[src/rtl/hazard_pkg.sv]
// Shared constants and types for the pipeline hazard controller.
// Forward-select encodings, controller states and register-specifier width.
package hazard_pkg;

    localparam int REG_AW_DEFAULT = 5;

    localparam logic [1:0] FWD_RF  = 2'b00;
    localparam logic [1:0] FWD_WB  = 2'b01;
    localparam logic [1:0] FWD_MEM = 2'b10;

    typedef enum logic [1:0] {
        RUN  = 2'd0,
        WAIT = 2'd1,
        ERR  = 2'd2
    } hazState_t;

endpackage

[src/rtl/hazard_ctrl_fwd_sel.sv]
// Execute-stage forwarding select for one ALU operand.
// The M-stage result takes priority over the W-stage result.
module fwd_sel
    import hazard_pkg::*;
#(
    parameter int AW = REG_AW_DEFAULT
) (
    input  logic [AW-1:0] srcReg,
    input  logic [AW-1:0] writeRegM,
    input  logic [AW-1:0] writeRegW,
    input  logic          regWriteM,
    input  logic          regWriteW,
    output logic [1:0]    fwdSel
);

    logic hitM;
    logic hitW;

    assign hitM = regWriteM && (writeRegM != '0) && (writeRegM == srcReg);
    assign hitW = regWriteW && (writeRegW != '0) && (writeRegW == srcReg);

    always_comb begin
        fwdSel = FWD_RF;
        if (hitM) begin
            fwdSel = FWD_MEM;
        end else if (hitW) begin
            fwdSel = FWD_WB;
        end
    end

endmodule

[src/rtl/hazard_ctrl.sv]
// Hazard, forwarding and memory-wait controller for the 5-stage pipeline.
// Define HAZ_PERF_EN to build the saturating stall performance counters.
module hazard_ctrl
    import hazard_pkg::*;
#(
    parameter int REG_AW      = REG_AW_DEFAULT,
    parameter int MEM_TIMEOUT = 16,
    parameter int CNT_W       = 32
) (
    input  logic              clk,
    input  logic              rst_n,
    input  logic [REG_AW-1:0] RsD,
    input  logic [REG_AW-1:0] RtD,
    input  logic [REG_AW-1:0] RsE,
    input  logic [REG_AW-1:0] RtE,
    input  logic [REG_AW-1:0] WriteRegE,
    input  logic [REG_AW-1:0] WriteRegM,
    input  logic [REG_AW-1:0] WriteRegW,
    input  logic              RegWriteE,
    input  logic              RegWriteM,
    input  logic              RegWriteW,
    input  logic              MemtoRegE,
    input  logic              MemtoRegM,
    input  logic              BranchD,
    input  logic              MemReqM,
    input  logic              MemReadyM,
    output logic              ForwardAD,
    output logic              ForwardBD,
    output logic [1:0]        ForwardAE,
    output logic [1:0]        ForwardBE,
    output logic              StallF,
    output logic              StallD,
    output logic              StallE,
    output logic              StallM,
    output logic              FlushE,
    output logic              FlushW,
    output logic              MemErr,
    output logic [CNT_W-1:0]  LoadStallCnt,
    output logic [CNT_W-1:0]  BranchStallCnt,
    output logic [CNT_W-1:0]  MemStallCnt
);

    localparam logic [7:0] WAIT_LAST = 8'(MEM_TIMEOUT - 1);

    hazState_t  state;
    logic [7:0] waitCnt;
    logic       memErrQ;

    logic [1:0] fwdAE;
    logic [1:0] fwdBE;
    logic       fwdAD;
    logic       fwdBD;
    logic       lwStall;
    logic       brStall;
    logic       memStall;
    logic       hazStall;
    logic       freeze;
    logic       srcHitE;
    logic       srcHitM;

    fwd_sel #(.AW(REG_AW)) uFwdA (
        .srcReg    (RsE),
        .writeRegM (WriteRegM),
        .writeRegW (WriteRegW),
        .regWriteM (RegWriteM),
        .regWriteW (RegWriteW),
        .fwdSel    (fwdAE)
    );

    fwd_sel #(.AW(REG_AW)) uFwdB (
        .srcReg    (RtE),
        .writeRegM (WriteRegM),
        .writeRegW (WriteRegW),
        .regWriteM (RegWriteM),
        .regWriteW (RegWriteW),
        .fwdSel    (fwdBE)
    );

    assign fwdAD = (RsD != '0) && RegWriteM && (WriteRegM == RsD);
    assign fwdBD = (RtD != '0) && RegWriteM && (WriteRegM == RtD);

    assign lwStall = MemtoRegE && (RtE != '0)
                  && ((RtE == RsD) || (RtE == RtD));

    assign srcHitE = RegWriteE && (WriteRegE != '0)
                  && ((WriteRegE == RsD) || (WriteRegE == RtD));
    assign srcHitM = MemtoRegM && (WriteRegM != '0)
                  && ((WriteRegM == RsD) || (WriteRegM == RtD));
    assign brStall = BranchD && (srcHitE || srcHitM);

    assign memStall = MemReqM && !MemReadyM;
    assign hazStall = lwStall || brStall;

    // A frozen pipeline must not also inject a bubble into E.
    assign freeze = (state == ERR) || memStall;

    always_comb begin
        ForwardAE = FWD_RF;
        ForwardBE = FWD_RF;
        ForwardAD = 1'b0;
        ForwardBD = 1'b0;
        StallF    = 1'b0;
        StallD    = 1'b0;
        StallE    = 1'b0;
        StallM    = 1'b0;
        FlushE    = 1'b1;
        FlushW    = 1'b1;
        if (rst_n) begin
            ForwardAE = fwdAE;
            ForwardBE = fwdBE;
            ForwardAD = fwdAD;
            ForwardBD = fwdBD;
            if (freeze) begin
                StallF = 1'b1;
                StallD = 1'b1;
                StallE = 1'b1;
                StallM = 1'b1;
                FlushE = 1'b0;
                FlushW = 1'b1;
            end else begin
                StallF = hazStall;
                StallD = hazStall;
                FlushE = hazStall;
                FlushW = 1'b0;
            end
        end
    end

    always_ff @(posedge clk or negedge rst_n) begin
        if (!rst_n) begin
            state   <= RUN;
            waitCnt <= '0;
            memErrQ <= 1'b0;
        end else begin
            unique case (state)
                RUN: begin
                    if (memStall) begin
                        state   <= WAIT;
                        waitCnt <= 8'd1;
                    end
                end
                WAIT: begin
                    if (!memStall) begin
                        state   <= RUN;
                        waitCnt <= '0;
                    end else if (waitCnt == WAIT_LAST) begin
                        state   <= ERR;
                        memErrQ <= 1'b1;
                    end else begin
                        waitCnt <= waitCnt + 8'd1;
                    end
                end
                ERR: begin
                    memErrQ <= 1'b1;
                end
                default: begin
                    state   <= RUN;
                    waitCnt <= '0;
                end
            endcase
        end
    end

    assign MemErr = memErrQ;

`ifdef HAZ_PERF_EN
    logic [CNT_W-1:0] ldCnt;
    logic [CNT_W-1:0] brCnt;
    logic [CNT_W-1:0] memCnt;
    logic             runEq;
    logic             memFrz;

    assign runEq  = (state != ERR) && !memStall;
    assign memFrz = (state != ERR) && memStall;

    always_ff @(posedge clk or negedge rst_n) begin
        if (!rst_n) begin
            ldCnt  <= '0;
            brCnt  <= '0;
            memCnt <= '0;
        end else begin
            if (runEq && lwStall && (ldCnt != '1)) begin
                ldCnt <= ldCnt + CNT_W'(1);
            end
            if (runEq && brStall && !lwStall && (brCnt != '1)) begin
                brCnt <= brCnt + CNT_W'(1);
            end
            if (memFrz && (memCnt != '1)) begin
                memCnt <= memCnt + CNT_W'(1);
            end
        end
    end

    assign LoadStallCnt   = ldCnt;
    assign BranchStallCnt = brCnt;
    assign MemStallCnt    = memCnt;
`else
    assign LoadStallCnt   = '0;
    assign BranchStallCnt = '0;
    assign MemStallCnt    = '0;
`endif

endmodule
[config.mk]
export PLATFORM = sky130hd
export DESIGN_NAME = hazard_ctrl
export DESIGN_NICKNAME = d
export VERILOG_FILES = /design/src/rtl/hazard_pkg.sv /design/src/rtl/hazard_ctrl_fwd_sel.sv /design/src/rtl/hazard_ctrl.sv
export SDC_FILE = /design/constraint.sdc
export NUM_CORES = 1
export LEC_CHECK = 0
export CORE_MARGIN = 2
export CORE_UTILIZATION = 38
export CTS_CLUSTER_SIZE = 28
export DETAILED_ROUTE_END_ITERATION = 7
export GPL_TIMING_DRIVEN = 0
export HOLD_SLACK_MARGIN = 0.02
export MAX_ROUTING_LAYER = met4
export PLACE_DENSITY = 0.88
export SLEW_MARGIN = 10
export SYNTH_ARGS = -nofsm -noshare
export SYNTH_HDL_FRONTEND = slang
export SYNTH_SLANG_ARGS = --single-unit
[constraint.sdc]
create_clock -name clk -period 4.3 [get_ports clk]
set_input_delay 0.86 -clock clk [delete_from_list [all_inputs] [get_ports clk]]
set_output_delay 0.86 -clock clk [all_outputs]
set_load 0.1 [all_outputs]
* Word-level counts from Yosys, hierarchy flattened
Index checks and enable logic that the tools add are counted.
Word-level totals: bits in registers 11, logic and storage cells 85
Cells by class: reductions and logical operators 36, mux-type cells 26, bitwise operators 1, equality and inequality tests 18, $add $sub $neg 1
Operators with widths (number):
- equality test 5 bit | 10
- nonzero test 5 bit | 6
- 2-to-1 mux 8 bit | 3
- case mux 8 bit (3 select lines) | 1
- logical AND 1 bit | 18
- 2-to-1 mux 2 bit | 7
- 2-to-1 mux 1 bit | 13
- AND reduction 3 bit | 3
- adder 8 x 1 -> 8 bit (second input constant) | 1
- equality test 8 x 4 -> 1 bit (second input constant) | 1
- logical OR 1 bit | 6
- != test 2 bit (second input constant) | 3
- != test 3 bit (second input constant) | 2
- case mux 2 bit (3 select lines) | 1
- equality test 2 x 1 -> 1 bit (second input constant) | 1
- equality test 2 bit (second input constant) | 1
- zero test 2 bit | 1
- case mux 1 bit (2 select lines) | 1
- nonzero test 2 bit | 1
- zero test 1 bit | 1
- inverter 1 bit | 1

* Logic depth before layout (Yosys ltp)
depth after elaboration 8, gate-level depth with buffers 8, gate-level depth less buffers 6

* Hierarchy
A second synthesis with hierarchy kept.
Unflattened totals: cell total of the unflattened synthesis 265, area total of the unflattened synthesis 2090.8 um^2
Modules (own cells, without submodules):
- hazard_ctrl | seq. area each 275.3 um^2, area each 1773.0 um^2, cells an instance 223, instances 1
- fwd_sel | seq. area each 0.0 um^2, area each 158.9 um^2, cells an instance 21, instances 2

* Worst setup path after synthesis
No wires, ideal clock.
path kind input port to output port, from input WriteRegM[3], to output StallF, path buffers 2, required time 3440 ps, setup slack -259 ps, arrival time 3699 ps, cell stages on the path 8, path through clkbuf_1 -> xor2_1 -> nor3_1 -> nand3_1 -> a21oi_1 -> nor3_2 -> a21boi_1 -> buf_4
Between the ends: word-level cells in the longest chain between the ends 8, elaborated cells between the ends (all ways) 11
RTL lines:
- start, declared | RTL line hazard_ctrl.sv:17 | input logic [REG_AW-1:0] WriteRegM,
- equality test 5 bit / nonzero test 5 bit (equally long branches) | RTL line hazard_ctrl.sv:88, hazard_ctrl.sv:87
- logical OR 1 bit / logical AND 1 bit (equally long branches) | RTL line hazard_ctrl.sv:88, hazard_ctrl.sv:87
- logical AND 1 bit (*) | RTL line hazard_ctrl.sv:88 | && ((WriteRegM == RsD) || (WriteRegM == RtD));
- logical OR 1 bit (*) | RTL line hazard_ctrl.sv:89 | assign brStall = BranchD && (srcHitE || srcHitM);
- logical AND 1 bit (*) | RTL line hazard_ctrl.sv:89
- logical OR 1 bit (*) | RTL line hazard_ctrl.sv:92 | assign hazStall = lwStall || brStall;
- 2-to-1 mux 1 bit (*) (2 in a row)
- end, declared | RTL line hazard_ctrl.sv:31 | output logic StallF,
Every way passes the cells marked *; elsewhere a longest branch is shown, timed or not.

* Worst setup path in the final report
from input RsD[0], to output StallD
Between the ends: word-level cells in the longest chain between the ends 8, elaborated cells between the ends (all ways) 14
RTL lines:
- start, declared | RTL line hazard_ctrl.sv:12 | input logic [REG_AW-1:0] RsD,
- equality test 5 bit (on tied branches) | RTL line hazard_ctrl.sv:86, hazard_ctrl.sv:88
- logical OR 1 bit (on tied branches) | RTL line hazard_ctrl.sv:86, hazard_ctrl.sv:88
- logical AND 1 bit (on tied branches) | RTL line hazard_ctrl.sv:86, hazard_ctrl.sv:88
- logical OR 1 bit | RTL line hazard_ctrl.sv:89
- logical AND 1 bit | RTL line hazard_ctrl.sv:89
- logical OR 1 bit (*) | RTL line hazard_ctrl.sv:92
- 2-to-1 mux 1 bit (*) | RTL line hazard_ctrl.sv:113 | if (freeze) begin
- 2-to-1 mux 1 bit (*) | RTL line hazard_ctrl.sv:108 | if (rst_n) begin
- end, declared | RTL line hazard_ctrl.sv:32 | output logic StallD,
Marks and branches as above.

==> results.tsv <==
stage	metric	value	unit
outcome	outcome	finished clean	
timing	Setup WS post-layout	0.164	ns
synth	register area share after synthesis	13.2	%
pwr	worst vdd ir	212	µV
synth	post-synthesis cell type count	34	
drt	post-route antenna net violation count	0	
clock_network	clk root buf	clkbuf_8	
grt	global-route met2 utilization	31.6	%
worst_setup_path	CP required	3.44	ns
drt	DR pass1 iterations	4	
drt	vias per inst	3.93	
die	Initial Util	40.0	%
worst_setup_path	worst-path maximum fanout	4	
place	dpl ws	-0.668	ns
synth	synthesized cell area	2080	µm²
synth	synthesized flop and latch total	11	
die	core area	5200	µm²
layout	# diodes	0	
clock_network	Clock transition at path regs	0.05	ns
timing	final slew viol count	0	
clock_network	Post-CTS Hold Buffers	0	
timing	period utilisation layout	96.2	%
layout	fin nets	462	
pwr	Power Density	266	nW/µm²
place	HPWL Detailed	4390	µm
grt	met1 Track Usage GR	17.5	%
worst_setup_path	Worst Path Class, Setup	in2out	
die	die area	6080	µm²
die	Rows	26	
drt	drt drc	0	
timing	worst clock skew	0.00132	ns
grt	largest net degree at the start of global routing	20	
layout	layout cell share with drive strength beyond 1	28.2	%
drt	Post-Route WL	5070	µm
clock_network	CTS tree	done	
layout	most common cell after layout, fill and taps aside	buf_4	
grt	grt total ovfl	0	
grt	Most Used Layer, Global Route	met2	
place	GP Congestion	0.836	
timing	final hold vios	0	
pwr	Static Leakage	1.58	nW
run	Max-Cap Viols	0	
grt	vias in the first global route	1811	
grt	initial antenna violation count	0	
timing	Slew @ Worst Pin	0.972	ns
timing	slew margin rel.	35.0	%
layout	Syn-to-layout area delta	46.8	%
timing	total negative slack	0	ns
synth	Mean Syn Cell Area	7.73	µm²
clock_network	post-CTS resize count	11	
pwr	total power	0.000813	W
hold_path	HP Class	reg2reg	
clock_network	clock sink total	11	
worst_setup_path	Worst EP arrival	3.28	ns
worst_setup_path	Setup crit end kind	primary output	
grt	first-pass GRT wire length	8240	µm
grt	Total GRT Usage	16.8	%
drt	DR vias	1906	
drt	initial DRC count	61	
die	Die Y	78.0	µm
timing	unrepaired setup endpoints after global routing	no	
layout	non-filler cells, final	485	
clock_network	number of H-tree levels	1	
die	IO Pins	154	
timing	Peak Freq	242	MHz
grt	met3 Resource Use GR	3.37	%
clock_network	setup repair bufs after CTS	0	
layout	commonest non-fill, non-tap cells in the layout	buf_4 (98), conb_1 (96), clkdlybuf4s50_1 (38)	
timing	Setup violations, final	0	
timing	minimum clock period	4.14	ns
clock_network	clock tree buffer depth	2	
clock_network	Worst-Skew Late Latency	0.24	ns
die	Die Wd	78.0	µm
place	port bufs	47	
clock_network	CTS Buf Count	3	
drt	WL/cell	10.5	µm
synth	yosys warns	0	
synth	Synth Instances	269	
layout	Fill cells	475	
place	dpl cells	481	
worst_setup_path	startpoint types	input pin	
-- worst paths after layout --
kind / start / to / slack [ns] / cells past startpoint
max: RsD[0] / StallD / 0.16 / 8
min: MemErr$_DFFE_PN0P_ / MemErr$_DFFE_PN0P_ / 0.47 / 1
max reg2reg: waitCnt[5]$_DFFE_PN0P_ / waitCnt[2]$_DFFE_PN0P_ / 2.70 / 5
min reg2reg: MemErr$_DFFE_PN0P_ / MemErr$_DFFE_PN0P_ / 0.47 / 1
max in group asynchronous: rst_n / waitCnt[0]$_DFFE_PN0P_ / 3.05 / 1
min in group asynchronous: rst_n / waitCnt[1]$_DFFE_PN0P_ / 0.77 / 1
-- Yosys cell counts --
master / instances / area, µm²
a21boi_1: 1 / 7.51
nor2_1: 6 / 22.5
and3_1: 2 / 12.5
dfrtp_1: 11 / 275
or4_1: 6 / 45.0
o21ai_1: 4 / 20.0
nor4_2: 1 / 12.5
o211ai_1: 2 / 15.0
nand2_1: 15 / 56.3
ha_1: 1 / 12.5
and2_1: 3 / 18.8
nor3_2: 1 / 10.0
inv_1: 2 / 7.51
nor3_4: 1 / 16.3
xor2_1: 31 / 272
nand2b_1: 2 / 12.5
nor3b_1: 1 / 7.51
clkbuf_8: 1 / 13.8
nand3_1: 13 / 65.1
clkbuf_1: 9 / 33.8
buf_6: 1 / 11.3
o22ai_1: 7 / 43.8
buf_4: 98 / 736
mux2i_1: 1 / 10.0
buf_2: 1 / 5.00
a21oi_1: 6 / 30.0
nor3_1: 11 / 55.1
nor4_1: 2 / 12.5
or2_2: 2 / 12.5
or3_4: 1 / 11.3
o21ai_0: 1 / 5.00
conb_1: 1 / 3.75
nand3b_1: 2 / 15.0
xnor2_1: 22 / 193
-- registers in the layout, indices dropped and copies added, names as in the netlist --
name,flops
MemErr,1
state,2
waitCnt,8
-- worst max-delay path: stages --
cell and delay, ns:
clkdlybuf4s50_1 0.53, xor2_1 0.20, nor3_1 0.19, nand3_1 0.09, a21oi_1 0.27, nor3_2 0.10, a21boi_2 0.16, dlygate4sd2_1 0.88
-- per-stage QoR --
step	cell area, µm²	hold WS [ns]	utilization (%)
after floorplan	2450	0.492	-
after global placement	3010	0.455	57.9
after detailed placement	3010	0.455	57.9
after CTS	3050	0.469	58.6
after global routing	3050	0.505	58.6
final	3050	0.466	58.6
-- report_power, final --
| group | internal, W | total [W] | leakage (nW) | switching [W] |
|---|---|---|---|---|
| Combinational | 0.000130 | 0.000597 | 1.41 | 0.000467 |
| Sequential | 0.000106 | 0.000109 | 0.145 | 0.00000290 |
| Clock | 0.0000639 | 0.000107 | 0.0255 | 0.0000426 |
-- routing by layer --
| metal | routed length (µm) | part of all wire [%] | vias to the layer above |
|---|---|---|---|
| met5 | 0 | 0 | - |
| met4 | 111 | 2.2 | 0 |
| met3 | 457 | 9.0 | 13 |
| met2 | 2700 | 53 | 93 |
| met1 | 1810 | 36 | 824 |
| li1 | - | - | 976 |
-- layout make-up --
cell class	instances	area, µm²	share of cell area, %
Multi-Input combinational cell	241	1370	45.0
Buffer	110	800	26.2
Timing Repair Buffer	47	463	15.2
Sequential cell	11	275	9.02
Tap cell	70	87.6	2.87
Clock buffer	3	41.3	1.35
Inverter	2	7.51	0.246
Clock inverter	1	5.00	0.164
-- kinds of logic after synthesis --
kind of cell | synth area share (%)
XOR/XNOR | 22.3
AND/OR/NAND/NOR | 18.5
buffers and inverters | 38.8
flip-flops | 13.2
AO/OA/AOI/OAI | 5.84
adder cells (fa/ha/maj) | 0.602
multiplexers | 0.481
other | 0.180
Power figures use the tool's default switching activity.
